<file path="config.mk">
export PLATFORM = sky130hd
export DESIGN_NAME = trig_acq_ctrl
export DESIGN_NICKNAME = d
export VERILOG_FILES = /design/src/rtl/trig_acq_pkg.sv /design/src/rtl/trig_interval_cnt.sv /design/src/rtl/trig_acq_ctrl.sv
export SDC_FILE = /design/constraint.sdc
export NUM_CORES = 1
export LEC_CHECK = 0
export ABC_AREA = 0
export CAP_MARGIN = 10
export CORE_AREA = 2 2 130 132
export CTS_BUF_LIST = sky130_fd_sc_hd__clkbuf_8 sky130_fd_sc_hd__clkbuf_16
export DETAILED_ROUTE_END_ITERATION = 16
export DIE_AREA = 0 0 132 134
export GPL_TIMING_DRIVEN = 1
export MAX_ROUTING_LAYER = met4
export PLACE_DENSITY = 0.86
export SYNTH_ARGS = -nofsm -noshare
export SYNTH_HDL_FRONTEND = slang
export SYNTH_SLANG_ARGS = --single-unit
</file>
<file path="constraint.sdc">
create_clock -name cnt_clk -period 7.7 [get_ports cnt_clk]
set_input_delay 1.925 -clock cnt_clk [delete_from_list [all_inputs] [get_ports cnt_clk]]
set_output_delay 1.925 -clock cnt_clk [all_outputs]
set_load 0.005 [all_outputs]
</file>
<file path="src/rtl/trig_acq_pkg.sv">
// -----------------------------------------------------------------------------
// trig_acq_pkg
// Shared types for the trigger/acquisition sequencer:
//   state_t       - sequencer state encoding
//   MODE_*        - acquisition mode codes (2'b11 behaves as MODE_NORMAL)
// -----------------------------------------------------------------------------
package trig_acq_pkg;

    typedef enum logic [2:0] {
        IDLE      = 3'd0,
        PRE_FILL  = 3'd1,
        WAIT_TRIG = 3'd2,
        POST_FILL = 3'd3,
        HOLDOFF   = 3'd4
    } state_t;

    localparam logic [1:0] MODE_NORMAL = 2'b00;
    localparam logic [1:0] MODE_AUTO   = 2'b01;
    localparam logic [1:0] MODE_SINGLE = 2'b10;

endpackage

</file>
<file path="src/rtl/trig_interval_cnt.sv">
// -----------------------------------------------------------------------------
// trig_interval_cnt
// Interval counter with synchronous clear and terminal-count compare.
// The terminal value is captured on sclr, so the length seen by the sequencer
// is the one present when the interval starts.
// Ports:
//   cnt_clk  - clock
//   cnt_clr  - asynchronous active-low reset
//   sclr     - clear count to 0 and capture term
//   en       - increment count
//   term     - terminal value captured on sclr
//   tc       - count equals captured terminal value
// -----------------------------------------------------------------------------
module trig_interval_cnt
    import trig_acq_pkg::*;
#(
    parameter int CNT_W = 32
) (
    input  logic             cnt_clk,
    input  logic             cnt_clr,
    input  logic             sclr,
    input  logic             en,
    input  logic [CNT_W-1:0] term,
    output logic             tc
);

    localparam logic [CNT_W-1:0] ONE = CNT_W'(1);

    logic [CNT_W-1:0] cnt;
    logic [CNT_W-1:0] term_q;

    always_ff @(posedge cnt_clk or negedge cnt_clr) begin
        if (!cnt_clr) begin
            cnt    <= '0;
            term_q <= '0;
        end else if (sclr) begin
            cnt    <= '0;
            term_q <= term;
        end else if (en) begin
            cnt <= cnt + ONE;
        end
    end

    assign tc = (cnt == term_q);

endmodule

</file>
<file path="src/rtl/trig_acq_ctrl.sv">
// -----------------------------------------------------------------------------
// trig_acq_ctrl
// Trigger/acquisition sequencer downstream of the pulse-width qualifier.
// Turns the rising edge of the qualified status level into a one-cycle
// trigger and sequences pre-fill, post-fill and holdoff.
//
//   state     | meaning
//   ----------+---------------------------------------------------------
//   IDLE      | waiting for arm, memory writes off
//   PRE_FILL  | writing pretrig_len samples, edges ignored
//   WAIT_TRIG | writing, waiting for edge (or timeout in auto mode)
//   POST_FILL | writing max(posttrig_len,1) samples incl. trigger cycle
//   HOLDOFF   | acq_done cycle, then holdoff_len ignored cycles
//
// Ports:
//   cnt_clk, cnt_clr    - clock, async active-low reset
//   pul_trig_status     - qualified trigger level
//   arm, abort, mode    - control (arm pulse, abort level, mode code)
//   pretrig_len, posttrig_len, holdoff_len, auto_timeout - interval lengths
//   trig_out, trig_forced, acq_wr_en, acq_done, busy, trig_count - status
// -----------------------------------------------------------------------------
module trig_acq_ctrl
    import trig_acq_pkg::*;
#(
    parameter int CNT_W  = 32,
    parameter int TCNT_W = 16
) (
    input  logic              cnt_clk,
    input  logic              cnt_clr,
    input  logic              pul_trig_status,
    input  logic              arm,
    input  logic              abort,
    input  logic [1:0]        mode,
    input  logic [CNT_W-1:0]  pretrig_len,
    input  logic [CNT_W-1:0]  posttrig_len,
    input  logic [CNT_W-1:0]  holdoff_len,
    input  logic [CNT_W-1:0]  auto_timeout,
    output logic              trig_out,
    output logic              trig_forced,
    output logic              acq_wr_en,
    output logic              acq_done,
    output logic              busy,
    output logic [TCNT_W-1:0] trig_count
);

    localparam logic [CNT_W-1:0]  ONE   = CNT_W'(1);
    localparam logic [TCNT_W-1:0] T_ONE = TCNT_W'(1);

    state_t           state, nxt;
    logic             status_d, edge_det;
    logic [1:0]       mode_q;
    logic             fire, forced, done;
    logic             fill_sclr, fill_en, fill_tc;
    logic             to_sclr, to_en, to_tc;
    logic [CNT_W-1:0] fill_term, to_term;
    logic [CNT_W-1:0] pre_term, post_term, to_term_in;

    assign edge_det   = pul_trig_status & ~status_d;
    assign pre_term   = pretrig_len - ONE;
    assign post_term  = (posttrig_len == '0) ? '0 : posttrig_len - ONE;
    // timeout 0 and 1 both fire on the first WAIT_TRIG cycle
    assign to_term_in = (auto_timeout == '0) ? '0 : auto_timeout - ONE;

    assign fill_en = (state == PRE_FILL) || (state == POST_FILL) || (state == HOLDOFF);
    assign to_en   = (state == WAIT_TRIG);

    always_comb begin
        nxt       = state;
        fire      = 1'b0;
        forced    = 1'b0;
        done      = 1'b0;
        fill_sclr = 1'b0;
        fill_term = '0;
        to_sclr   = 1'b0;
        to_term   = '0;
        case (state)
            IDLE: begin
                if (arm) begin
                    if (pretrig_len == '0) begin
                        nxt     = WAIT_TRIG;
                        to_sclr = 1'b1;
                        to_term = to_term_in;
                    end else begin
                        nxt       = PRE_FILL;
                        fill_sclr = 1'b1;
                        fill_term = pre_term;
                    end
                end
            end
            PRE_FILL: begin
                if (fill_tc) begin
                    nxt     = WAIT_TRIG;
                    to_sclr = 1'b1;
                    to_term = to_term_in;
                end
            end
            WAIT_TRIG: begin
                // a real edge always wins over a coincident timeout
                if (edge_det) begin
                    fire = 1'b1;
                end else if (mode_q == MODE_AUTO && to_tc) begin
                    fire   = 1'b1;
                    forced = 1'b1;
                end
                if (fire) begin
                    nxt       = POST_FILL;
                    fill_sclr = 1'b1;
                    fill_term = post_term;
                end
            end
            POST_FILL: begin
                if (fill_tc) begin
                    nxt       = HOLDOFF;
                    done      = 1'b1;
                    fill_sclr = 1'b1;
                    // done cycle is count 0, so holdoff_len extra cycles follow it
                    fill_term = holdoff_len;
                end
            end
            HOLDOFF: begin
                if (fill_tc) begin
                    if (mode == MODE_SINGLE) begin
                        nxt = IDLE;
                    end else if (pretrig_len == '0) begin
                        nxt     = WAIT_TRIG;
                        to_sclr = 1'b1;
                        to_term = to_term_in;
                    end else begin
                        nxt       = PRE_FILL;
                        fill_sclr = 1'b1;
                        fill_term = pre_term;
                    end
                end
            end
            default: nxt = IDLE;
        endcase
        if (abort) begin
            nxt       = IDLE;
            fire      = 1'b0;
            forced    = 1'b0;
            done      = 1'b0;
            fill_sclr = 1'b0;
            to_sclr   = 1'b0;
        end
    end

    always_ff @(posedge cnt_clk or negedge cnt_clr) begin
        if (!cnt_clr) begin
            state       <= IDLE;
            status_d    <= 1'b0;
            mode_q      <= MODE_NORMAL;
            trig_out    <= 1'b0;
            trig_forced <= 1'b0;
            acq_wr_en   <= 1'b0;
            acq_done    <= 1'b0;
            busy        <= 1'b0;
            trig_count  <= '0;
        end else begin
            state       <= nxt;
            status_d    <= pul_trig_status;
            trig_out    <= fire;
            trig_forced <= forced;
            acq_done    <= done;
            acq_wr_en   <= (nxt == PRE_FILL) || (nxt == WAIT_TRIG) || (nxt == POST_FILL);
            busy        <= (nxt != IDLE);
            // mode only takes effect when the sequencer changes state
            if (nxt != state) mode_q <= mode;
            if (fire) trig_count <= trig_count + T_ONE;
        end
    end

    trig_interval_cnt #(.CNT_W(CNT_W)) u_fill_cnt (
        .cnt_clk (cnt_clk),
        .cnt_clr (cnt_clr),
        .sclr    (fill_sclr),
        .en      (fill_en),
        .term    (fill_term),
        .tc      (fill_tc)
    );

    trig_interval_cnt #(.CNT_W(CNT_W)) u_timeout_cnt (
        .cnt_clk (cnt_clk),
        .cnt_clr (cnt_clr),
        .sclr    (to_sclr),
        .en      (to_en),
        .term    (to_term),
        .tc      (to_tc)
    );

endmodule

</file>
==> metrics.txt, run 1 <==
# TYPE chip_impl_metric gauge
chip_impl_info{name="hold_path.class",value="reg2reg"} 1
chip_impl_metric{name="grt_pass1_wl",unit="um"} 38700
chip_impl_metric{name="total_leakage_power",unit="nW"} 4.598
chip_impl_metric{name="grt_antenna_before_repair",unit=""} 0
chip_impl_metric{name="max-cap-violations",unit=""} 0
chip_impl_metric{name="initial_utilization",unit="%"} 57.85
chip_impl_metric{name="clk_latency",unit="ns"} 0.43
chip_impl_metric{name="data_required_time_of_the_worst_path",unit="ns"} 8.06
chip_impl_metric{name="clk_pin_slew",unit="ns"} 0.06
chip_impl_metric{name="max_slew_margin",unit="%"} 22.04
chip_impl_metric{name="antenna_cells_inserted",unit=""} 0
chip_impl_metric{name="drive_gt1_share",unit="%"} 3.885
chip_impl_metric{name="place_hpwl",unit="um"} 17600
chip_impl_info{name="ys_top_cells_by_area",value="sky130_fd_sc_hd__dfrtp_1, sky130_fd_sc_hd__xor2_1, sky130_fd_sc_hd__xnor2_1"} 1
chip_impl_metric{name="row_count",unit=""} 47
chip_impl_metric{name="ys_ff_latch",unit=""} 155
chip_impl_metric{name="coreArea",unit="mm2"} 0.01629
chip_impl_metric{name="synth_enable_flop_cells",unit=""} 0
chip_impl_info{name="clock-root-buffer",value="sky130_fd_sc_hd__clkbuf_16"} 1
chip_impl_metric{name="ctsHoldBuffers",unit=""} 0
chip_impl_info{name="synthMostInstantiatedCell",value="sky130_fd_sc_hd__dfrtp_1"} 1
chip_impl_metric{name="synth_top_cell_area_share",unit="%"} 41.16
chip_impl_metric{name="gr-total-overflow",unit=""} 0
chip_impl_metric{name="fin_crit_sh",unit="%"} 70.72
chip_impl_metric{name="die_area",unit="mm2"} 0.01769
chip_impl_info{name="rsz_0062_raised_after_global_routing",value="false"} 1
chip_impl_metric{name="vias_per_cell",unit=""} 5.764
chip_impl_metric{name="area.growth.synth_to_final",unit="%"} 23.18
chip_impl_metric{name="drt-pass1-iter-count",unit=""} 7
chip_impl_metric{name="worstPathMaxFanout",unit=""} 96
chip_impl_metric{name="synth-async-reset-ratio",unit="%"} 100.0
chip_impl_metric{name="clock-sinks",unit=""} 155
chip_impl_metric{name="synth-warning-count",unit=""} 0
chip_impl_metric{name="post-route-cell-area",unit="mm2"} 0.01161
chip_impl_info{name="timing.setup.critical_path_class",value="in2reg"} 1
chip_impl_metric{name="synthDistinctLibCells",unit=""} 50
chip_impl_metric{name="cts.repair.resized",unit=""} 0
chip_impl_info{name="cts_tree",value="done"} 1
chip_impl_metric{name="synthCells",unit=""} 1040
chip_impl_metric{name="worstMarginPinSlew",unit="ns"} 1.169
chip_impl_metric{name="gp_congestion",unit=""} 0.9318
chip_impl_metric{name="setup-violations-final",unit=""} 0
chip_impl_info{name="setup.worst_path.end_class",value="flop"} 1
chip_impl_metric{name="finClkSkew",unit="ns"} 0.008755
chip_impl_metric{name="post_drt_wl_per_cell",unit="um"} 16.75
chip_impl_metric{name="setup_tns",unit="ns"} 0
chip_impl_metric{name="clock_period_minus_worst_slack",unit="ns"} 5.445
chip_impl_metric{name="number_of_global_route_vias_before_repair",unit=""} 7977
chip_impl_metric{name="die_h",unit="um"} 134
chip_impl_info{name="timing.critical_path.slowest_stage_cell",value="sky130_fd_sc_hd__nor4_1"} 1
chip_impl_metric{name="num_io_pins",unit=""} 156
chip_impl_metric{name="max-vdd-ir-drop",unit="V"} 0.0001325
chip_impl_metric{name="layout.nets",unit=""} 1319
chip_impl_metric{name="cts_max_level",unit=""} 4
chip_impl_metric{name="number_of_endpoints_with_negative_hold_slack_in_the_final_report",unit=""} 0
chip_impl_info{name="path_cells",value="clkdlybuf4s50_1 -> nor4_1 -> nand3_1 -> or4b_4 -> and3b_1 -> o31a_2 -> buf_4 -> o211ai_1 -> o21a_1"} 1
chip_impl_info{name="netlist_top_cells_count",value="sky130_fd_sc_hd__dfrtp_1, sky130_fd_sc_hd__nor2_1, sky130_fd_sc_hd__xor2_1, sky130_fd_sc_hd__xnor2_1, sky130_fd_sc_hd__nand2_1"} 1
chip_impl_metric{name="cts_buffer_depth",unit=""} 2
chip_impl_info{name="largest_area_contributor_in_the_synthesized_netlist",value="sky130_fd_sc_hd__dfrtp_1"} 1
chip_impl_metric{name="drc",unit=""} 0
chip_impl_metric{name="dieWidth",unit="um"} 132
chip_impl_metric{name="arrival",unit="ns"} 5.81
chip_impl_metric{name="cts_setup_buffers",unit=""} 0
chip_impl_metric{name="seq_area_frac_synth",unit="%"} 41.16
chip_impl_metric{name="numCtsBuffers",unit=""} 17
chip_impl_info{name="synthFlopType",value="sky130_fd_sc_hd__dfrtp_1"} 1
chip_impl_metric{name="crit_path_max_incr_delay",unit="ns"} 0.60
chip_impl_metric{name="ant_nets",unit=""} 0
chip_impl_metric{name="synth.cell_area",unit="mm2"} 0.009424
chip_impl_metric{name="dpl_cell_area",unit="mm2"} 0.01111
chip_impl_metric{name="final_core_util",unit="%"} 71.27
chip_impl_metric{name="total_nets_after_synthesis",unit=""} 1182
chip_impl_metric{name="p_per_area",unit="mW/mm2"} 162.7
chip_impl_metric{name="grt_start_max_net_pins",unit=""} 97
chip_impl_metric{name="max_freq",unit="MHz"} 183.7
chip_impl_metric{name="io_buffer_count",unit=""} 155
chip_impl_metric{name="syn-mean-instance-area",unit="um2"} 9.062
chip_impl_metric{name="grt_usage",unit="%"} 28.30
chip_impl_info{name="status",value="finished clean"} 1
chip_impl_metric{name="totalWireLength",unit="um"} 23520
chip_impl_metric{name="vias",unit=""} 8093
chip_impl_metric{name="slew_viol_final",unit=""} 0
chip_impl_metric{name="detail_route.iter0.violations",unit=""} 822
chip_impl_info{name="timing.critical_path.from_type",value="input pin"} 1
## state kept, by name (all words and copies together), names as in the netlist
signal,flops
acq_done,1
acq_wr_en,1
busy,1
mode_q,2
state,3
status_d,1
trig_count,16
trig_forced,1
trig_out,1
u_fill_cnt.cnt,32
u_fill_cnt.term_q,32
u_timeout_cnt.cnt,32
u_timeout_cnt.term_q,32
## final timing paths
kind,startpoint,to,slack [ns],depth (start not counted)
max in group asynchronous,cnt_clr,u_fill_cnt.cnt[31],4.74,2
min in group asynchronous,cnt_clr,u_timeout_cnt.term_q[17],1.53,1
setup / recovery,pretrig_len[12],u_fill_cnt.term_q[26],2.25,9
hold / removal,trig_count[15],trig_count[15],0.48,1
hold reg to reg,trig_count[15],trig_count[15],0.48,1
setup reg to reg,u_fill_cnt.cnt[26],u_fill_cnt.term_q[26],3.58,9
## cells by family (layout without fill, tap and decap cells)
| family | Yosys count | in the layout | synth area share [%] |
|---|---|---|---|
| flip-flops | 155 | 155 | 41.16 |
| AO/OA/AOI/OAI | 146 | 146 | 10.61 |
| buffers and inverters | 58 | 202 | 2.695 |
| multiplexers | 6 | 6 | 0.6904 |
| XOR/XNOR | 224 | 224 | 20.82 |
| AND/OR/NAND/NOR | 444 | 444 | 23.10 |
| adder cells (fa/ha/maj) | 7 | 7 | 0.9293 |
## report_power, final
part	internal (mW)	leakage, nW	switching (mW)	total (mW)
clock	0.411	0.252	0.308	0.719
combinational	0.142	2.44	0.125	0.267
sequential	0.860	1.91	0.0424	0.902
## placed cells by master, fill, tap and decap left out, types with 8 or more instances in the layout
cell type,synthesis,layout
sky130_fd_sc_hd__dfrtp_1,155,155
sky130_fd_sc_hd__clkdlybuf4s50_1,0,154
sky130_fd_sc_hd__nor2_1,134,134
sky130_fd_sc_hd__xor2_1,116,116
sky130_fd_sc_hd__xnor2_1,108,108
sky130_fd_sc_hd__nand2_1,91,91
sky130_fd_sc_hd__nand3_1,41,41
sky130_fd_sc_hd__nor3_1,38,38
sky130_fd_sc_hd__nor4_1,33,33
sky130_fd_sc_hd__a22oi_1,30,30
sky130_fd_sc_hd__o21a_1,28,28
sky130_fd_sc_hd__o21ai_1,28,28
sky130_fd_sc_hd__o211ai_1,24,24
sky130_fd_sc_hd__nand4_1,22,22
sky130_fd_sc_hd__inv_1,17,20
sky130_fd_sc_hd__and3_1,19,19
sky130_fd_sc_hd__clkbuf_16,0,17
sky130_fd_sc_hd__nand2b_1,15,15
sky130_fd_sc_hd__or3_1,10,10
sky130_fd_sc_hd__a31oi_1,10,10
sky130_fd_sc_hd__and4_1,8,8
## metrics by stage
step / power, mW / setup slack (ns) / hold slack [ns] / cells
2_1_floorplan: 1.038 / 3.257 / 0.4647 / 1040
3_3_place_gp: 1.174 / 1.947 / 0.4560 / 1377
3_5_place_dp: 1.182 / 1.863 / 0.4767 / 1377
4_1_cts: 1.898 / 2.289 / 0.4838 / 1403
5_1_grt: 1.961 / 2.005 / 0.4996 / 1404
6_report: 1.888 / 2.255 / 0.4780 / 1404
## critical path, delay by kind of cell
| kind | cells | cell delay (ns) |
|---|---|---|
| compound gates | 3 | 0.87 |
| buf+inv | 2 | 0.91 |
| simple gates | 4 | 2.06 |
## cell type report
cell class | count | area, um2
timing repair buffer | 159 | 1590
fill | 1255 | 4681
tap | 220 | 275.3
multi-input combinational | 827 | 5314
sequential | 155 | 3879
clock buffer | 19 | 452.9
clock inverter | 7 | 33.78
inverter | 17 | 63.81
## routing by layer
layer  global-route usage [%]  vias to the layer above  part of all wire [%]
met5                        -                        -                     0
met4                    11.41                        0                   2.9
met3                    4.762                       45                   5.5
met2                    47.16                      278                    49
met1                    34.51                     3866                    43
li1                         -                     3904                     -
Note: power is estimated with default switching activity, not from simulation.
==> run 2, diff against run 1 <==
--- a/config.mk
+++ b/config.mk
@@ -7,13 +7,13 @@
 export LEC_CHECK = 0
 export ABC_AREA = 0
 export CAP_MARGIN = 10
-export CORE_AREA = 2 2 130 132
+export CORE_AREA = 2 2 142 144
 export CTS_BUF_LIST = sky130_fd_sc_hd__clkbuf_8 sky130_fd_sc_hd__clkbuf_16
 export DETAILED_ROUTE_END_ITERATION = 16
-export DIE_AREA = 0 0 132 134
+export DIE_AREA = 0 0 144 146
 export GPL_TIMING_DRIVEN = 1
 export MAX_ROUTING_LAYER = met4
-export PLACE_DENSITY = 0.86
+export PLACE_DENSITY = 0.77
 export SYNTH_ARGS = -nofsm -noshare
 export SYNTH_HDL_FRONTEND = slang
 export SYNTH_SLANG_ARGS = --single-unit
==> constraint.sdc (replaced) <==
create_clock -name cnt_clk -period 4.55 [get_ports cnt_clk]
set_input_delay 1.1375 -clock cnt_clk [delete_from_list [all_inputs] [get_ports cnt_clk]]
set_output_delay 1.1375 -clock cnt_clk [all_outputs]
set_load 0.005 [all_outputs]
==> run 2 against run 1 <==
Effect of this change: clock skew is 0.00087 ns higher; critical path depth is 1 higher; critical path type unchanged; sequential power is 69% higher; final cell count is 4.7% higher; total power is 77% higher; clock-buffer cell count is 3 higher; global-route usage is 5.0 points lower; first-iteration DRC count is 36% lower.
==> metrics.txt, run 2 (synthesis gave the netlist of run 1 again) <==
# TYPE chip_impl_metric gauge
chip_impl_info{name="hold_path.class",value="reg2reg"} 1
chip_impl_metric{name="layout.filler_cells",unit=""} 1661
chip_impl_metric{name="drc",unit=""} 0
chip_impl_metric{name="fin_crit_sh",unit="%"} 86.93
chip_impl_metric{name="max_slew_margin",unit="%"} 46.11
chip_impl_info{name="setup.worst_path.end_class",value="flop"} 1
chip_impl_info{name="most_frequent_cells_in_the_layout",value="sky130_fd_sc_hd__dfrtp_1, sky130_fd_sc_hd__clkdlybuf4s50_1, sky130_fd_sc_hd__nor2_1"} 1
chip_impl_metric{name="finClkSkew",unit="ns"} 0.009624
chip_impl_metric{name="vias",unit=""} 7953
chip_impl_metric{name="total_leakage_power",unit="nW"} 4.707
chip_impl_metric{name="ant_nets",unit=""} 0
chip_impl_metric{name="number_of_global_route_vias_before_repair",unit=""} 7788
chip_impl_metric{name="final_core_util",unit="%"} 61.51
chip_impl_info{name="rsz_0062_raised_after_global_routing",value="false"} 1
chip_impl_metric{name="row_count",unit=""} 51
chip_impl_metric{name="gr-total-overflow",unit=""} 0
chip_impl_metric{name="slew_viol_final",unit=""} 0
chip_impl_info{name="cts_tree",value="done"} 1
chip_impl_metric{name="max-vdd-ir-drop",unit="V"} 0.0001971
chip_impl_metric{name="grt_start_max_net_pins",unit=""} 97
chip_impl_metric{name="io_buffer_count",unit=""} 155
chip_impl_metric{name="arrival",unit="ns"} 4.29
chip_impl_metric{name="max-cap-violations",unit=""} 0
chip_impl_metric{name="post-route-cell-area",unit="mm2"} 0.01189
chip_impl_metric{name="crit_buf_inv",unit=""} 2
chip_impl_metric{name="cts.repair.resized",unit=""} 0
chip_impl_metric{name="dpl_cell_area",unit="mm2"} 0.01131
chip_impl_metric{name="grt_antenna_before_repair",unit=""} 0
chip_impl_metric{name="area.growth.synth_to_final",unit="%"} 26.20
chip_impl_metric{name="dieWidth",unit="um"} 144
chip_impl_metric{name="cts_max_level",unit=""} 4
chip_impl_metric{name="post_drt_wl_per_cell",unit="um"} 15.84
chip_impl_metric{name="antenna_cells_inserted",unit=""} 0
chip_impl_metric{name="place_hpwl",unit="um"} 17610
chip_impl_info{name="final_common_cell",value="sky130_fd_sc_hd__dfrtp_1"} 1
chip_impl_info{name="timing.critical_path.slowest_stage_cell",value="sky130_fd_sc_hd__or4_1"} 1
chip_impl_metric{name="layout.nets",unit=""} 1334
chip_impl_metric{name="gp_congestion",unit=""} 0.8519
chip_impl_metric{name="setup-violations-final",unit=""} 0
chip_impl_metric{name="ctsHoldBuffers",unit=""} 0
chip_impl_metric{name="data_required_time_of_the_worst_path",unit="ns"} 4.89
chip_impl_metric{name="clk_latency",unit="ns"} 0.43
chip_impl_metric{name="max_freq",unit="MHz"} 252.8
chip_impl_metric{name="drive_gt1_share",unit="%"} 5.726
chip_impl_info{name="timing.critical_path.max_delay_family",value="simple AND/OR/NAND/NOR gates"} 1
chip_impl_metric{name="grt_pass1_wl",unit="um"} 37850
chip_impl_metric{name="initial_utilization",unit="%"} 48.74
chip_impl_metric{name="worstMarginPinSlew",unit="ns"} 0.8021
chip_impl_metric{name="cts_buffer_depth",unit=""} 2
chip_impl_metric{name="cts_setup_buffers",unit=""} 0
chip_impl_metric{name="vias_per_cell",unit=""} 5.410
chip_impl_metric{name="number_of_endpoints_with_negative_hold_slack_in_the_final_report",unit=""} 0
chip_impl_metric{name="detail_route.iter0.violations",unit=""} 526
chip_impl_info{name="clock-root-buffer",value="sky130_fd_sc_hd__clkbuf_16"} 1
chip_impl_metric{name="worstPathMaxFanout",unit=""} 30
chip_impl_metric{name="setup_tns",unit="ns"} 0
chip_impl_metric{name="die_area",unit="mm2"} 0.02102
chip_impl_info{name="timing.critical_path.from_type",value="input pin"} 1
chip_impl_metric{name="die_h",unit="um"} 146
chip_impl_metric{name="grt_usage",unit="%"} 23.30
chip_impl_info{name="timing.setup.critical_path_class",value="in2reg"} 1
chip_impl_info{name="path_cells",value="clkdlybuf4s50_1 -> or4_1 -> nor3_1 -> or4b_4 -> or3_1 -> nand2b_1 -> and3_1 -> o31ai_4 -> buf_4 -> o21ai_0"} 1
chip_impl_metric{name="report.power.total",unit="mW"} 3.351
chip_impl_metric{name="clk_pin_slew",unit="ns"} 0.06
chip_impl_info{name="status",value="finished clean"} 1
chip_impl_metric{name="coreArea",unit="mm2"} 0.01933
chip_impl_metric{name="p_per_area",unit="mW/mm2"} 281.8
chip_impl_metric{name="drt-pass1-iter-count",unit=""} 5
chip_impl_metric{name="num_io_pins",unit=""} 156
chip_impl_metric{name="numCtsBuffers",unit=""} 17
chip_impl_metric{name="crit_path_max_incr_delay",unit="ns"} 0.60
chip_impl_metric{name="totalWireLength",unit="um"} 23290
chip_impl_metric{name="clock-sinks",unit=""} 155
chip_impl_metric{name="clock_period_minus_worst_slack",unit="ns"} 3.955
==> run 2: report_power, final <==
group          switching, mW  total, mW  leakage (nW)  internal (mW)
Clock                  0.544       1.37         0.278          0.822
Sequential            0.0689       1.52          1.91           1.45
Combinational          0.217      0.462          2.52          0.246
Total                  0.830       3.35          4.71           2.52
==> run 2: routing by layer <==
metal,up-vias,routed length [um],global-route usage [%]
li1,3925,-,-
met1,3764,10520,29.69
met2,237,11210,38.14
met3,27,1132,4.014
met4,0,432,6.765
met5,-,0,-
==> run 2: cell type report <==
class / instances / area, um2 / share of cell area (%)
clock inverters: 10 / 90.09 / 0.7575
clock buffers: 22 / 494.2 / 4.156
inverters: 17 / 63.81 / 0.5366
repair buffers: 174 / 1720 / 14.47
well taps: 265 / 331.6 / 2.788
multi-input cells: 827 / 5314 / 44.68
flip-flops and latches: 155 / 3879 / 32.61
==> run 2: worst paths after layout <==
path,from,to,slack (ns),cells past startpoint
hold reg to reg,trig_count[15],trig_count[15],0.47,1
max in group asynchronous,cnt_clr,trig_count[7],2.99,2
setup / recovery,pretrig_len[20],u_timeout_cnt.term_q[0],0.59,10
min in group asynchronous,cnt_clr,busy,0.70,1
setup reg to reg,u_fill_cnt.cnt[26],u_fill_cnt.term_q[23],1.16,10
hold / removal,trig_count[15],trig_count[15],0.47,1
==> run 2: per-stage QoR <==
step	cells	hold WS, ns	setup slack [ns]
finish	1470	0.4720	0.5946
global placement	1438	0.4556	0.2640
detailed placement	1438	0.4703	0.1957
floorplan	1040	0.4647	0.8948
CTS	1470	0.4780	0.6177
global route	1470	0.4872	0.4512
==> run 3, diff against run 2 <==
--- a/config.mk
+++ b/config.mk
@@ -7,10 +7,10 @@
 export LEC_CHECK = 0
 export ABC_AREA = 0
 export CAP_MARGIN = 10
-export CORE_AREA = 2 2 142 144
-export CTS_BUF_LIST = sky130_fd_sc_hd__clkbuf_8 sky130_fd_sc_hd__clkbuf_16
+export CORE_AREA = 2 2 141 143
+export CTS_BUF_LIST = sky130_fd_sc_hd__clkbuf_8
 export DETAILED_ROUTE_END_ITERATION = 16
-export DIE_AREA = 0 0 144 146
+export DIE_AREA = 0 0 143 145
 export GPL_TIMING_DRIVEN = 1
 export MAX_ROUTING_LAYER = met4
 export PLACE_DENSITY = 0.77
==> run 3 against run 2 <==
Effect of this change: register-to-register slack improved by 0.07 ns; cell area fell by 1.7%; clock power fell by 29%; final cell count did not move; sequential share of layout area rose by 0.57 points; clock-buffer cell count fell by 1; largest cell class unchanged; highest routed layer unchanged.
==> metrics.txt, run 3 (synthesis gave the netlist of run 1 again) <==
# TYPE chip_impl_metric gauge
chip_impl_metric{name="fin_crit_sh",unit="%"} 88.48
chip_impl_metric{name="max_slew_margin",unit="%"} 35.73
chip_impl_metric{name="clk_latency",unit="ns"} 0.45
chip_impl_info{name="hold_path.class",value="reg2reg"} 1
chip_impl_metric{name="data_required_time_of_the_worst_path",unit="ns"} 4.92
chip_impl_metric{name="cts_setup_buffers",unit=""} 0
chip_impl_metric{name="clk_pin_slew",unit="ns"} 0.08
chip_impl_metric{name="gr-total-overflow",unit=""} 0
chip_impl_metric{name="detail_route.iter0.violations",unit=""} 537
chip_impl_metric{name="fin_hold_ws",unit="ns"} 0.4637
chip_impl_metric{name="grt_start_max_net_pins",unit=""} 108
chip_impl_metric{name="max-cap-violations",unit=""} 0
chip_impl_metric{name="io_buffer_count",unit=""} 155
chip_impl_info{name="clock-root-buffer",value="sky130_fd_sc_hd__clkbuf_8"} 1
chip_impl_metric{name="cts_max_level",unit=""} 4
chip_impl_metric{name="slew_viol_final",unit=""} 0
chip_impl_metric{name="max-vdd-ir-drop",unit="V"} 0.0001387
chip_impl_metric{name="drt-pass1-iter-count",unit=""} 5
chip_impl_metric{name="dieWidth",unit="um"} 143
chip_impl_metric{name="grt_usage",unit="%"} 23.96
chip_impl_metric{name="num_io_pins",unit=""} 156
chip_impl_info{name="most_frequent_cells_in_the_layout",value="sky130_fd_sc_hd__dfrtp_1, sky130_fd_sc_hd__clkdlybuf4s50_1, sky130_fd_sc_hd__nor2_1"} 1
chip_impl_metric{name="finClkSkew",unit="ns"} 0.009422
chip_impl_metric{name="coreArea",unit="mm2"} 0.01921
chip_impl_metric{name="setup_tns",unit="ns"} 0
chip_impl_metric{name="die_area",unit="mm2"} 0.02074
chip_impl_metric{name="drive_gt1_share",unit="%"} 5.477
chip_impl_info{name="timing.critical_path.from_type",value="input pin"} 1
chip_impl_metric{name="worstPathMaxFanout",unit=""} 30
chip_impl_metric{name="gp_congestion",unit=""} 0.8654
chip_impl_metric{name="layout.nets",unit=""} 1334
chip_impl_metric{name="number_of_endpoints_with_negative_hold_slack_in_the_final_report",unit=""} 0
chip_impl_info{name="setup.worst_path.end_class",value="flop"} 1
chip_impl_metric{name="post_drt_wl_per_cell",unit="um"} 16.02
chip_impl_metric{name="die_h",unit="um"} 145
chip_impl_metric{name="arrival",unit="ns"} 4.39
chip_impl_info{name="status",value="finished clean"} 1
chip_impl_metric{name="clock_period_minus_worst_slack",unit="ns"} 4.026
chip_impl_metric{name="place_hpwl",unit="um"} 18120
chip_impl_metric{name="clock-sinks",unit=""} 155
chip_impl_metric{name="worstMarginPinSlew",unit="ns"} 0.9641
chip_impl_info{name="final_common_cell",value="sky130_fd_sc_hd__dfrtp_1"} 1
chip_impl_metric{name="number_of_global_route_vias_before_repair",unit=""} 7972
chip_impl_metric{name="area.growth.synth_to_final",unit="%"} 24.03
chip_impl_metric{name="grt_antenna_before_repair",unit=""} 0
chip_impl_metric{name="vias_per_cell",unit=""} 5.467
chip_impl_metric{name="grt_pass1_wl",unit="um"} 38830
chip_impl_metric{name="ctsHoldBuffers",unit=""} 0
chip_impl_metric{name="vias",unit=""} 8037
chip_impl_info{name="cts_tree",value="done"} 1
chip_impl_metric{name="p_per_area",unit="mW/mm2"} 252.8
chip_impl_metric{name="row_count",unit=""} 51
chip_impl_metric{name="cts.repair.resized",unit=""} 0
chip_impl_metric{name="max_freq",unit="MHz"} 248.4
chip_impl_metric{name="drc",unit=""} 0
chip_impl_metric{name="dp_cells",unit=""} 1438
chip_impl_info{name="timing.setup.critical_path_class",value="in2reg"} 1
chip_impl_metric{name="totalWireLength",unit="um"} 23550
chip_impl_metric{name="antenna_cells_inserted",unit=""} 0
chip_impl_metric{name="initial_utilization",unit="%"} 49.07
chip_impl_metric{name="numCtsBuffers",unit=""} 17
chip_impl_metric{name="cts_buffer_depth",unit=""} 2
chip_impl_metric{name="ant_nets",unit=""} 0
chip_impl_metric{name="total_leakage_power",unit="nW"} 4.641
chip_impl_metric{name="final_cells",unit=""} 1470
chip_impl_metric{name="setup-violations-final",unit=""} 0
chip_impl_info{name="rsz_0062_raised_after_global_routing",value="false"} 1
==> run 3: final timing paths <==
path                                    startpoint                       end  slack [ns]  depth (start not counted)
worst max-delay path               pretrig_len[20]  u_timeout_cnt.term_q[28]        0.52                         10
worst max register to register  u_fill_cnt.cnt[25]     u_fill_cnt.term_q[21]        1.23                         10
worst min-delay path                trig_count[15]            trig_count[15]        0.46                          1
worst min register to register      trig_count[15]            trig_count[15]        0.46                          1
min in group asynchronous                  cnt_clr                 acq_wr_en        0.80                          1
max in group asynchronous                  cnt_clr             trig_count[1]        2.93                          2
==> run 3: final cells by class <==
type | count | area [um2]
Clock buffer | 21 | 289.0
Sequential cell | 155 | 3879
Fill cell | 1695 | 7518
Timing Repair Buffer | 174 | 1733
Inverter | 17 | 63.81
Tap cell | 265 | 331.6
Multi-Input combinational cell | 827 | 5314
Clock inverter | 11 | 78.83
==> run 3: stage by stage <==
step                      area [um2]  util (%)  power [mW]  worst slack (ns)
final                          11690     60.86       2.954            0.5240
after global routing           11690     60.86       3.085            0.4276
after CTS                      11690     60.86       2.984            0.5942
after detailed placement       11320     58.94       2.012            0.1015
after global placement         11320     58.94       1.999            0.2780
after floorplan                 9424         -       1.756            0.8948
==> run 3: critical path, stage by stage <==
cell                              delay, ns
sky130_fd_sc_hd__clkdlybuf4s50_1       0.49
sky130_fd_sc_hd__or4_1                 0.61
sky130_fd_sc_hd__nor3_1                0.28
sky130_fd_sc_hd__or4b_4                0.57
sky130_fd_sc_hd__or3_1                 0.41
sky130_fd_sc_hd__nand2b_1              0.15
sky130_fd_sc_hd__and3_1                0.23
sky130_fd_sc_hd__o31ai_4               0.08
sky130_fd_sc_hd__buf_4                 0.24
sky130_fd_sc_hd__o21ai_0               0.18
==> run 3: layer usage <==
layer | part of all wire (%) | global-route usage [%]
met3 | 6.2 | 4.422
met1 | 43 | 30.62
met2 | 49 | 38.61
met5 | 0 | -
met4 | 2.3 | 7.574
==> run 3: power breakdown <==
part,switching [mW],total [mW],leakage (nW),internal [mW]
combinational,0.217,0.464,2.52,0.247
clock,0.492,0.971,0.210,0.479
sequential,0.0679,1.52,1.91,1.45
